File: src/rtl/fetch_cntrl_burst.sv
// fetch_cntrl_burst: credit-based burst read controller feeding a DEPTH-entry output FIFO.
// Define FETCH_BURST_EN for multi-beat bursts; otherwise every request is a single beat.
module fetch_cntrl_burst #(
  parameter int AW    = 8,
  parameter int DW    = 32,
  parameter int LW    = 4,
  parameter int DEPTH = 4
) (
  input  logic          clk,
  input  logic          rst,
  input  logic          req_vld,
  input  logic [AW-1:0] req_addr,
  input  logic [LW-1:0] req_len,
  output logic          req_rdy,
  output logic          ram_rden,
  output logic [AW-1:0] ram_addr,
  input  logic [DW-1:0] ram_dout,
  output logic          out_vld,
  output logic [DW-1:0] out_pl,
  output logic          out_last,
  input  logic          out_rdy,
  output logic          busy
);
  localparam int PW = $clog2(DEPTH);
  localparam int OW = PW + 1;
  typedef enum logic {IDLE, BURST} state_t;
  state_t        state;
  logic [AW-1:0] cur;
  logic [DW:0]   mem [DEPTH];
  logic [PW-1:0] wp, rp;
  logic [OW-1:0] occ;
  logic          inflight, inflight_last, issue, pop, last;
`ifdef FETCH_BURST_EN
  logic [LW-1:0] rem;
  assign last = rem == '0;
`else
  logic unused_len;
  assign unused_len = ^req_len;
  assign last = 1'b1;
`endif
  // Credit counts the read in flight but not a same-cycle pop, so nothing combinational from out_rdy
  assign issue    = state == BURST && (occ + OW'(inflight)) < OW'(DEPTH);
  assign req_rdy  = state == IDLE;
  assign ram_rden = issue;
  assign ram_addr = cur;
  assign out_vld  = occ != '0;
  assign pop      = out_vld & out_rdy;
  assign {out_last, out_pl} = mem[rp];
  assign busy     = state == BURST || inflight || out_vld;
  always_ff @(posedge clk) begin
    if (rst) begin
      state         <= IDLE;
      cur           <= '0;
      inflight      <= 1'b0;
      inflight_last <= 1'b0;
      wp            <= '0;
      rp            <= '0;
      occ           <= '0;
`ifdef FETCH_BURST_EN
      rem           <= '0;
`endif
    end else begin
      inflight      <= issue;
      inflight_last <= last;
      if (state == IDLE && req_vld) begin
        state <= BURST;
        cur   <= req_addr;
`ifdef FETCH_BURST_EN
        rem   <= req_len;
`endif
      end else if (issue) begin
        cur <= cur + 1'b1;
`ifdef FETCH_BURST_EN
        rem <= rem - 1'b1;
`endif
        if (last) state <= IDLE;
      end
      if (inflight) wp <= wp + 1'b1;
      if (pop) rp <= rp + 1'b1;
      occ <= occ + OW'(inflight) - OW'(pop);
    end
  end
  always_ff @(posedge clk) if (inflight) mem[wp] <= {inflight_last, ram_dout};
  always_ff @(posedge clk) if (!rst) assert (!(inflight && occ == OW'(DEPTH)));
endmodule

File: config.mk
export PLATFORM = sky130hd
export DESIGN_NAME = fetch_cntrl_burst
export DESIGN_NICKNAME = d
export VERILOG_FILES = /design/src/rtl/fetch_cntrl_burst.sv
export SDC_FILE = /design/constraint.sdc
export NUM_CORES = 1
export LEC_CHECK = 0
export CAP_MARGIN = 30
export CORE_UTILIZATION = 44
export DETAILED_ROUTE_END_ITERATION = 8
export HOLD_SLACK_MARGIN = 0.05
export PLACE_DENSITY = 0.67
export SLEW_MARGIN = 5
export SYNTH_ARGS = -nofsm -noshare
export SYNTH_HDL_FRONTEND = slang
export SYNTH_SLANG_ARGS = --single-unit
export TNS_END_PERCENT = 30
File: constraint.sdc
create_clock -name clk -period 1.8 [get_ports clk]
set_input_delay 0.36 -clock clk [delete_from_list [all_inputs] [get_ports clk]]
set_output_delay 0.36 -clock clk [all_outputs]
set_load 0.1 [all_outputs]
==> metrics.yaml, run 1 <==
floorplan:
  fp-row-count: 41
  die_h_microns: 116
  num_io_pins: 93
  start_util_pct: 45.2
  core_area_sq_mm: 0.0126
  dieArea_sq_mm: 0.0134
  die_w_microns: 116
routing:
  wl_met3_microns: 722
  wl_per_cell_microns: 17.9
  first_pass_iters: 4
  initialDrtViolationCount: 128
  via_count: 2973
  wl_met2_mm: 5.03
  dr.max_layer_used: "met4"
  drc: 0
  antenna_left: 0
  wl_met1_mm: 4.42
  routed_via_density: 5.18
  finalWirelength_mm: 10.3
critical_path:
  reg2reg_slack_ns: -0.04
  ff2ff_path_depth: 7
  cp-startpoint: "occ[0]$_SDFF_PP0_"
  worstSetupEndpointType: "output pin"
  crit_chain: "buf_6 > or3_4 > or3_4 > buf_12"
  reg2reg_to: "ram_addr[7]$_SDFFE_PP0P_"
  critPathKind: "flip-flop to output pin"
  endpoint: "busy"
  reg2reg_from: "occ[0]$_SDFF_PP0_"
  crit_path_frequent_cell: "or3_4"
  max_stage_delay_ns: 0.38
  required_ns: 1.44
  cp_max_fo: 3
  arrival_ns: 1.77
  slowest_stage: "or3_4"
  start_kind: "flip-flop"
clock_network:
  cts_made_buffers: 17
  cts_root_buf: "clkbuf_16"
  cts.sinks: 152
  clock_path_buffers: 2
  clk_pin_slew_worst_paths_ns: 0.06
  insertion_delay_ns: 0.40
  htreeDepth: 4
  cts_tree: "done"
placement:
  dp_cells: 540
  hpwl_mm: 6.46
  dpl_cell_area_sq_mm: 0.00740
  port_buffers: 88
  gp_congestion: 0.728
run_status:
  violations: "setup timing"
  status: "finished, violations left"
synthesis:
  syn_avg_cell_area_sq_um: 20.6
  synthesis.area_sq_mm: 0.00571
  synth_edf_count: 132
  synth_flop_cell: "edfxtp_1"
  ys_seq_elements: 152
  async_flop_share_pct: 0
  ys_seq_area_share_pct: 76.5
  syn_inst: 277
  syn_nets: 334
  ys_warn_count: 0
  synth_cell_types: 32
pwr:
  pwr_density_cell_mw_per_mm2: 1690
  leakagePower_nw: 2.72
  vdd_drop_max_uv: 2560
sta:
  final_hold_viol_count: 0
  timing.slew.headroom_pct: 39.1
  finalSetupViolCount: 38
  tightest_slew_ns: 0.914
  worst_slack_ns: -0.328
  rsz0062_at_grt: "yes"
  fmax_ghz: 0.470
  whs_ns: 0.488
  drv_slew: 0
  finalWorstPathRequiredPeriod_ns: 2.13
  period_share_pct: 118
  fin_setup_tns_ns: -9.57
  clock_skew_ns: 0.00518
finish:
  nets: 446
  num-fill-cells: 887
  drive_gt1_share_pct: 35.8
  regArea_sq_mm: 0.00438
  syn2layout_area_growth_pct: 41.9
  fin_area_sq_mm: 0.00810
  multi_input_area_sq_mm: 0.00131
  fin_cells: 574
  insertedDiodeCount: 0
worst_hold_path:
  hp-class: "flip-flop to flip-flop"
global_route:
  grt_max_degree: 34
  track_usage_pct: 16.8
  grt_pass1_wl_mm: 16.2
  antenna_found_initial: 0
  first_global_vias: 3050
  grt-ovfl-total: 0
job:
  max-cap-violations: 0
-- layer usage --
metal  GRT usage [%]  vias up
li1                -     1364
met1            21.2     1505
met2            27.1       96
met3            5.70        8
met4            5.73        0
met5               0        -
-- cell families (layout without fill, tap and decap cells) --
group	after synthesis	count (layout)	share of synthesized area, %
AO/OA/AOI/OAI	23	23	2.57
adder cells (fa/ha/maj)	9	9	1.97
AND/OR/NAND/NOR	36	36	3.53
multiplexers	34	34	13.2
flip-flops	152	152	76.5
XOR/XNOR	5	5	0.899
buffers and inverters	18	143	1.36
-- worst min path at each step --
stage,depth (start not counted),slack [ns],end,from
2_1_floorplan,1,0.42,ram_addr[0]$_SDFFE_PP0P_,rst
3_3_place_gp,0,0.45,mem[3][32]$_DFFE_PP_,inflight_last$_DFF_P_
3_5_place_dp,0,0.47,mem[3][32]$_DFFE_PP_,inflight_last$_DFF_P_
4_1_cts,0,0.48,mem[2][32]$_DFFE_PP_,inflight_last$_DFF_P_
5_1_grt,0,0.52,mem[0][32]$_DFFE_PP_,inflight_last$_DFF_P_
6_report,0,0.49,mem[2][32]$_DFFE_PP_,inflight_last$_DFF_P_
-- critical path, delay by kind of cell (launching register included) --
family	cells	cell delay, ns
buffers and inverters	2	0.29
DFF	1	0.34
and+or+nand+nor	2	0.74
-- synthesized netlist by cell type (2+ instances only) --
library cell / instances / area [sq um]
mux4_2: 33 / 743
a31oi_1: 6 / 37.5
o211ai_1: 2 / 15.0
nor2_1: 11 / 41.3
xnor2_1: 3 / 26.3
nor3_1: 3 / 15.0
or4_1: 3 / 22.5
ha_1: 9 / 113
and2_1: 4 / 25.0
o21ai_0: 9 / 45.0
dfxtp_1: 20 / 400
clkbuf_1: 5 / 18.8
o31ai_1: 3 / 22.5
or3_2: 2 / 15.0
nand4_1: 3 / 18.8
nand2_1: 2 / 7.51
buf_2: 5 / 25.0
edfxtp_1: 132 / 3960
inv_1: 6 / 22.5
or3_1: 4 / 25.0
-- repair_timing --
item / CTS / global route
hold buffers: 0 / 0
resized for setup: 10 / 1
pin swaps: 4 / 1
setup buffers: 2 / 0
cloned: 0 / 0
setup endpoints to repair: 37 / 72
endpoints found under the hold margin: 0 / 0
-- metrics by stage --
stage / total power [mW] / util [%] / setup slack, ns
finish: 13.7 / 64.2 / -0.328
global placement: 9.88 / 58.6 / 0.0688
detailed placement: 9.92 / 58.6 / -0.0127
floorplan: 7.84 / - / -0.118
global route: 14.1 / 64.2 / -0.375
CTS: 13.8 / 64.2 / -0.348
-- power breakdown --
| part | internal, mW | switching [mW] | leakage (nW) |
|---|---|---|---|
| Clock | 2.47 | 1.29 | 0.302 |
| Sequential | 4.04 | 0.156 | 1.36 |
| Combinational | 2.25 | 3.48 | 1.06 |
| Total | 8.75 | 4.93 | 2.72 |
-- final cells by class --
type | count | area share, %
Clock buffer | 21 | 5.44
Clock inverter | 11 | 2.43
Inverter | 7 | 0.324
Multi-Input combinational cell | 107 | 16.2
Sequential cell | 152 | 54.1
Tap cell | 172 | 2.66
Timing Repair Buffer | 104 | 18.9
-- flip-flops by register name, summed over array words and instances, names as in the netlist, named ones only --
name and flops:
mem 132, inflight 1, state 1, wp 2, ram_addr 8, occ 3, inflight_last 1, rp 2
-- layout by cell type, fill, tap and decap left out, drive strengths merged --
cell type | synthesis | layout
edfxtp | 132 | 132
buf | 6 | 61
clkdlybuf4s50 | 0 | 43
mux4 | 33 | 33
clkbuf | 5 | 21
dfxtp | 20 | 20
nor2 | 11 | 11
o21ai | 9 | 9
ha | 9 | 9
inv | 7 | 8
a31oi | 6 | 6
or3 | 6 | 6
bufinv | 0 | 5
and2 | 4 | 4
nand4 | 4 | 4
nor3 | 3 | 3
xnor2 | 3 | 3
or4 | 3 | 3
o31ai | 3 | 3
clkinv | 0 | 3
nand2 | 2 | 2
o211ai | 2 | 2
clkinvlp | 0 | 2
xor2 | 2 | 2
o31a | 1 | 1
nand2b | 1 | 1
nor3b | 1 | 1
a311oi | 1 | 1
nand3 | 1 | 1
o311ai | 1 | 1
mux2i | 1 | 1
Note: power is estimated with default switching activity, not from simulation.
==> run 2, diff against run 1 <==
Settings changed: CELL_PAD_IN_SITES_DETAIL_PLACEMENT set to 0, CELL_PAD_IN_SITES_GLOBAL_PLACEMENT set to 2, CORE_UTILIZATION 44 to 36, PLACE_DENSITY 0.67 to 0.72.
==> metrics.yaml, run 2 (same netlist as run 1, synthesis figures left out) <==
sta:
  finalWorstPathRequiredPeriod_ns: 2.13  # +0.00311 ns
  fmax_ghz: 0.469  # -0.15%
  period_share_pct: 118  # +0.17 points
  rsz0062_at_grt: "yes"
  clock_skew_ns: 0.00509  # -0.0000897 ns
  whs_ns: 0.494  # +0.00591 ns
  final_hold_viol_count: 0  # unchanged
  finalSetupViolCount: 37  # -2.6%
  timing.slew.headroom_pct: 39.3  # +0.20 points
  drv_slew: 0  # unchanged
  worst_slack_ns: -0.332  # -0.00311 ns
  tightest_slew_ns: 0.911  # -0.00304 ns
clock_network:
  cts_made_buffers: 17  # unchanged
  cts.sinks: 152  # unchanged
  insertion_delay_ns: 0.41  # about the same
  htreeDepth: 4  # unchanged
  cts_root_buf: "clkbuf_16"
  cts_tree: "done"
  holdBufCountCts: 0  # unchanged
  clock_path_buffers: 2  # unchanged
  clk_pin_slew_worst_paths_ns: 0.06  # about the same
global_route:
  track_usage_pct: 14.5  # -2.3 points
  grt_max_degree: 34  # unchanged
  first_global_vias: 3084  # +1.1%
  grt_pass1_wl_mm: 16.9  # +4.7%
  antenna_found_initial: 0  # unchanged
  grt-ovfl-total: 0  # unchanged
pwr:
  vdd_drop_max_uv: 2340  # -8.6%
  pwr_density_cell_mw_per_mm2: 1650  # -2.2%
  intPower_mw: 8.46  # -3.4%
  p_total_mw: 13.4  # -2.3%
  p_sw_share_pct: 36.7  # +0.71 points
  leakagePower_nw: 2.70  # -0.69%
  pwr-share-clk_pct: 25.5  # -2.0 points
  pwr-share-comb_pct: 43.1  # +1.2 points
  power_frac_seq_pct: 31.4  # +0.8 points
  power_switching_mw: 4.91  # -0.39%
finish:
  regMostFlops: "mem"
  fin_cells: 611  # +6.4%
  final_common_cell: "edfxtp_1"
  insertedDiodeCount: 0  # unchanged
  largest_reg_flops: 132  # unchanged
  drive_gt1_share_pct: 34.3  # -1.6 points
  layout_common_cells: "132 x edfxtp_1, 50 x buf_12, 43 x clkdlybuf4s50_1"
  nets: 444  # -0.45%
  fin_util_pct: 52.8  # -11 points
  syn2layout_area_growth_pct: 41.8  # about the same
critical_path:
  required_ns: 1.44  # about the same
  worstSetupEndpointType: "output pin"
  crit_path_frequent_cell: "buf_12"
  cp_max_fo: 12  # +9
  slowest_stage: "mux4_2"
  crit_chain: "buf_12 > mux4_2 > buf_12"
  start_kind: "flip-flop"
  max_stage_delay_ns: 0.56  # +0.18 ns
  critPathKind: "flip-flop to output pin"
  arrival_ns: 1.77  # about the same
run_status:
  violations: "setup timing"
  status: "finished, violations left"
job:
  max-cap-violations: 0  # unchanged
floorplan:
  num_io_pins: 93  # unchanged
  fp-row-count: 45  # +9.8%
  core_area_sq_mm: 0.0153  # +21%
  die_h_microns: 128  # +10%
  die_w_microns: 128  # +10%
  start_util_pct: 37.3  # -8.0 points
  dieArea_sq_mm: 0.0164  # +22%
placement:
  hpwl_mm: 6.23  # -3.6%
  port_buffers: 88  # unchanged
  dp_cells: 576  # +6.7%
  gp_congestion: 0.693  # -4.8%
routing:
  first_pass_iters: 4  # unchanged
  wl_per_cell_microns: 17.2  # -4.1%
  finalWirelength_mm: 10.5  # +2.1%
  routed_via_density: 4.77  # -8.0%
  initialDrtViolationCount: 172  # +34%
  via_count: 2913  # -2.0%
  antenna_left: 0  # unchanged
  drc: 0  # unchanged
worst_hold_path:
  hp-class: "flip-flop to flip-flop"
run 2: cell count changes in the layout (fill, tap and decap cells not counted), sizes merged:
cell	delta
clkinvlp	-2
buf	-2
clkbuf	-1
inv	-1
clkinv	+6
bufinv	-2
run 2: what timing repair did:
action	4_1_cts	5_1_grt
endpoints found under the setup margin	39	40
pin swaps	0	3
gates cloned	1	0
hold endpoints to repair	0	0
buffers inserted	0	1
gates resized for setup	4	5
run 2: worst max-delay path, delay by kind of cell (launching register included):
family | cells | cell delay (ns)
mux | 1 | 0.56
flops | 1 | 0.41
buf+inv | 2 | 0.37
run 2: final cells by class:
| class | instances | area (sq um) |
|---|---|---|
| well taps | 211 | 264 |
| repair buffers | 102 | 1550 |
| flip-flops and latches | 152 | 4380 |
| clock inverters | 12 | 133 |
| fillers | 1241 | 7220 |
| multi-input cells | 107 | 1300 |
| clock buffers | 20 | 437 |
| inverters | 7 | 26.3 |
run 2: path summary, 6_finish.rpt:
path | startpoint | to | slack, ns | cells after the start
worst max-delay path | flip-flop | out_pl[14] | -0.33 | 3
worst min-delay path | inflight_last$_DFF_P_ | mem[2][32]$_DFFE_PP_ | 0.49 | 0
worst max register to register | occ[0]$_SDFF_PP0_ | ram_addr[5]$_SDFFE_PP0P_ | 0 | 6
worst min register to register | inflight_last$_DFF_P_ | mem[2][32]$_DFFE_PP_ | 0.49 | 0
run 2: through the flow:
stage	instance area, sq um	setup TNS, ns	setup slack, ns
after detailed placement	7430	-0.00616	-0.00591
final	8090	-10.57	-0.332
after global placement	7430	0	0.00852
after CTS	8030	-12.24	-0.373
after floorplan	5730	-3.66	-0.118
after global routing	8090	-13.30	-0.399
run 2: routing by layer:
layer	GRT usage, %	wire length (microns)
met1	17.7	4630
met2	22.8	5030
met5	0	0
met3	6.30	741
met4	5.40	107
run 2: power groups by stage:
| stage | sequential, mW | clock (mW) | combinational (mW) |
|---|---|---|---|
| final | 4.20 | 3.41 | 5.76 |
| after floorplan | 4.35 | 0 | 3.49 |
| after global placement | 4.22 | 0 | 5.64 |
| after global routing | 4.22 | 3.64 | 5.98 |
| after detailed placement | 4.23 | 0 | 5.66 |
| after CTS | 4.19 | 3.48 | 5.74 |
==> run 3, diff against run 2 <==
Settings changed: CAP_MARGIN 30 to 10.
==> metrics.yaml, run 3 (same netlist as run 1, synthesis figures left out) <==
run_status:
  status: "finished, violations left"
  violations: "setup timing"
routing:
  wl_met2_mm: 5.07  # +0.96%
  wl_per_cell_microns: 17.3  # +0.89%
  antenna_left: 0  # unchanged
  initialDrtViolationCount: 170  # -1.2%
  wl_met1_mm: 4.61  # -0.32%
  finalWirelength_mm: 10.6  # +0.72%
  drc: 0  # unchanged
  wl_met3_microns: 751  # +1.3%
  via_count: 2915  # +0.069%
  routed_via_density: 4.78  # +0.23%
  dr.max_layer_used: "met4"
  first_pass_iters: 5  # +1
pwr:
  leakagePower_nw: 2.69  # -0.40%
  pwr-share-clk_pct: 25.5  # about the same
  pwr-share-comb_pct: 43.0  # about the same
  intPower_mw: 8.44  # -0.17%
  power_frac_seq_pct: 31.4  # about the same
  vdd_drop_max_uv: 2350  # +0.35%
  power_switching_mw: 4.91  # about the same
  pwr_density_cell_mw_per_mm2: 1660  # +0.22%
  p_total_mw: 13.3  # -0.11%
  p_sw_share_pct: 36.8  # about the same
floorplan:
  fp-row-count: 45  # unchanged
  die_w_microns: 128  # unchanged
  die_h_microns: 128  # unchanged
  num_io_pins: 93  # unchanged
  dieArea_sq_mm: 0.0164  # unchanged
  core_area_sq_mm: 0.0153  # unchanged
  start_util_pct: 37.3  # unchanged
finish:
  regMostFlops: "mem"
  fin_cells: 610  # -0.16%
  syn2layout_area_growth_pct: 41.3
  multi_input_area_sq_mm: 0.00130  # about the same
  final_common_cell: "edfxtp_1"
  insertedDiodeCount: 0  # unchanged
  nets: 443  # -0.23%
  drive_gt1_share_pct: 34.1  # -0.16 points
  largest_reg_flops: 132  # unchanged
  num-fill-cells: 1246  # +0.40%
  regArea_sq_mm: 0.00438  # unchanged
  layout_common_cells: "132 x edfxtp_1, 50 x buf_12, 43 x clkdlybuf4s50_1"
global_route:
  grt_max_degree: 34  # unchanged
  grt_pass1_wl_mm: 16.9  # unchanged
  antenna_found_initial: 0  # unchanged
  grt-ovfl-total: 0  # unchanged
  track_usage_pct: 14.5  # unchanged
  first_global_vias: 3084  # unchanged
critical_path:
  cp_max_fo: 12  # unchanged
  start_kind: "flip-flop"
  arrival_ns: 1.77  # about the same
  required_ns: 1.44  # about the same
  critPathKind: "flip-flop to output pin"
  worstSetupEndpointType: "output pin"
sta:
  drv_slew: 0  # unchanged
  period_share_pct: 118  # about the same
  rsz0062_at_grt: "yes"
  tightest_slew_ns: 0.915  # +0.00451 ns
  final_hold_viol_count: 0  # unchanged
  timing.slew.headroom_pct: 39.0  # -0.30 points
  whs_ns: 0.494  # +0.0000130 ns
  worst_slack_ns: -0.333  # -0.00127 ns
  fmax_ghz: 0.469  # about the same
  finalWorstPathRequiredPeriod_ns: 2.13  # +0.00127 ns
  clock_skew_ns: 0.00873  # +0.00364 ns
  finalSetupViolCount: 36  # -2.7%
clock_network:
  clk_pin_slew_worst_paths_ns: 0.06  # about the same
  cts_tree: "done"
  clock_path_buffers: 2  # unchanged
  htreeDepth: 4  # unchanged
  cts.sinks: 152  # unchanged
  insertion_delay_ns: 0.42  # about the same
  cts_made_buffers: 17  # unchanged
  cts_root_buf: "clkbuf_16"
placement:
  hpwl_mm: 6.23  # unchanged
  gp_congestion: 0.693  # unchanged
  dp_cells: 576  # unchanged
  port_buffers: 88  # unchanged
job:
  max-cap-violations: 0  # unchanged
worst_hold_path:
  hp-class: "flip-flop to flip-flop"
-- run 3: cell count changes in the layout (fill, tap and decap cells not counted) --
| cell | before | now |
|---|---|---|
| and2_4 | 0 | 1 |
| buf_16 | 2 | 1 |
| and2_2 | 4 | 3 |
-- run 3: per-stage QoR --
step / util (%) / TNS [ns] / area, sq um / setup slack [ns]
CTS: 52.5 / -12.24 / 8030 / -0.373
detailed placement: 48.5 / -0.00616 / 7430 / -0.00591
finish: 52.7 / -10.65 / 8070 / -0.333
global route: 52.7 / -13.30 / 8070 / -0.399
floorplan: - / -3.66 / 5730 / -0.118
global placement: 48.5 / 0 / 7430 / 0.00852
-- run 3: final timing paths --
path	startpoint	endpoint	slack (ns)	depth (start not counted)
max	flip-flop	out_pl[20]	-0.33	3
min	inflight_last$_DFF_P_	mem[2][32]$_DFFE_PP_	0.49	0
max reg2reg	occ[0]$_SDFF_PP0_	ram_addr[5]$_SDFFE_PP0P_	0	6
min reg2reg	inflight_last$_DFF_P_	mem[2][32]$_DFFE_PP_	0.49	0
-- run 3: what timing repair did --
action | 4_1_cts | 5_1_grt
endpoints found under the setup margin | 39 | 73
hold buffers | 0 | 0
buffers inserted | 0 | 1
gates resized for setup | 4 | 6
pin swaps | 0 | 3
cloned | 1 | 0
-- run 3: final cells by class --
| class | instances | share of cell area (%) |
|---|---|---|
| Sequential cell | 152 | 54.3 |
| Timing Repair Buffer | 101 | 18.9 |
| Multi-Input combinational cell | 107 | 16.1 |
| Clock buffer | 20 | 5.41 |
| Tap cell | 211 | 3.27 |
| Clock inverter | 12 | 1.64 |
| Inverter | 7 | 0.326 |
-- run 3: per-layer routing --
layer | track usage [%] | vias up
li1 | - | 1358
met1 | 17.7 | 1449
met2 | 22.8 | 93
met3 | 6.30 | 15
met4 | 5.40 | 0
met5 | 0 | -
-- run 3: power groups by stage --
stage	registers, mW	clock network, mW	logic [mW]
3_3_place_gp	4.22	0	5.64
4_1_cts	4.19	3.48	5.74
5_1_grt	4.22	3.64	5.97
6_report	4.20	3.41	5.74
2_1_floorplan	4.35	0	3.49
3_5_place_dp	4.23	0	5.66
-- run 3: worst max-delay path: stages (launching register included) --
cell and delay [ns]:
dfxtp_4 0.41, buf_12 0.18, mux4_2 0.57, buf_12 0.19
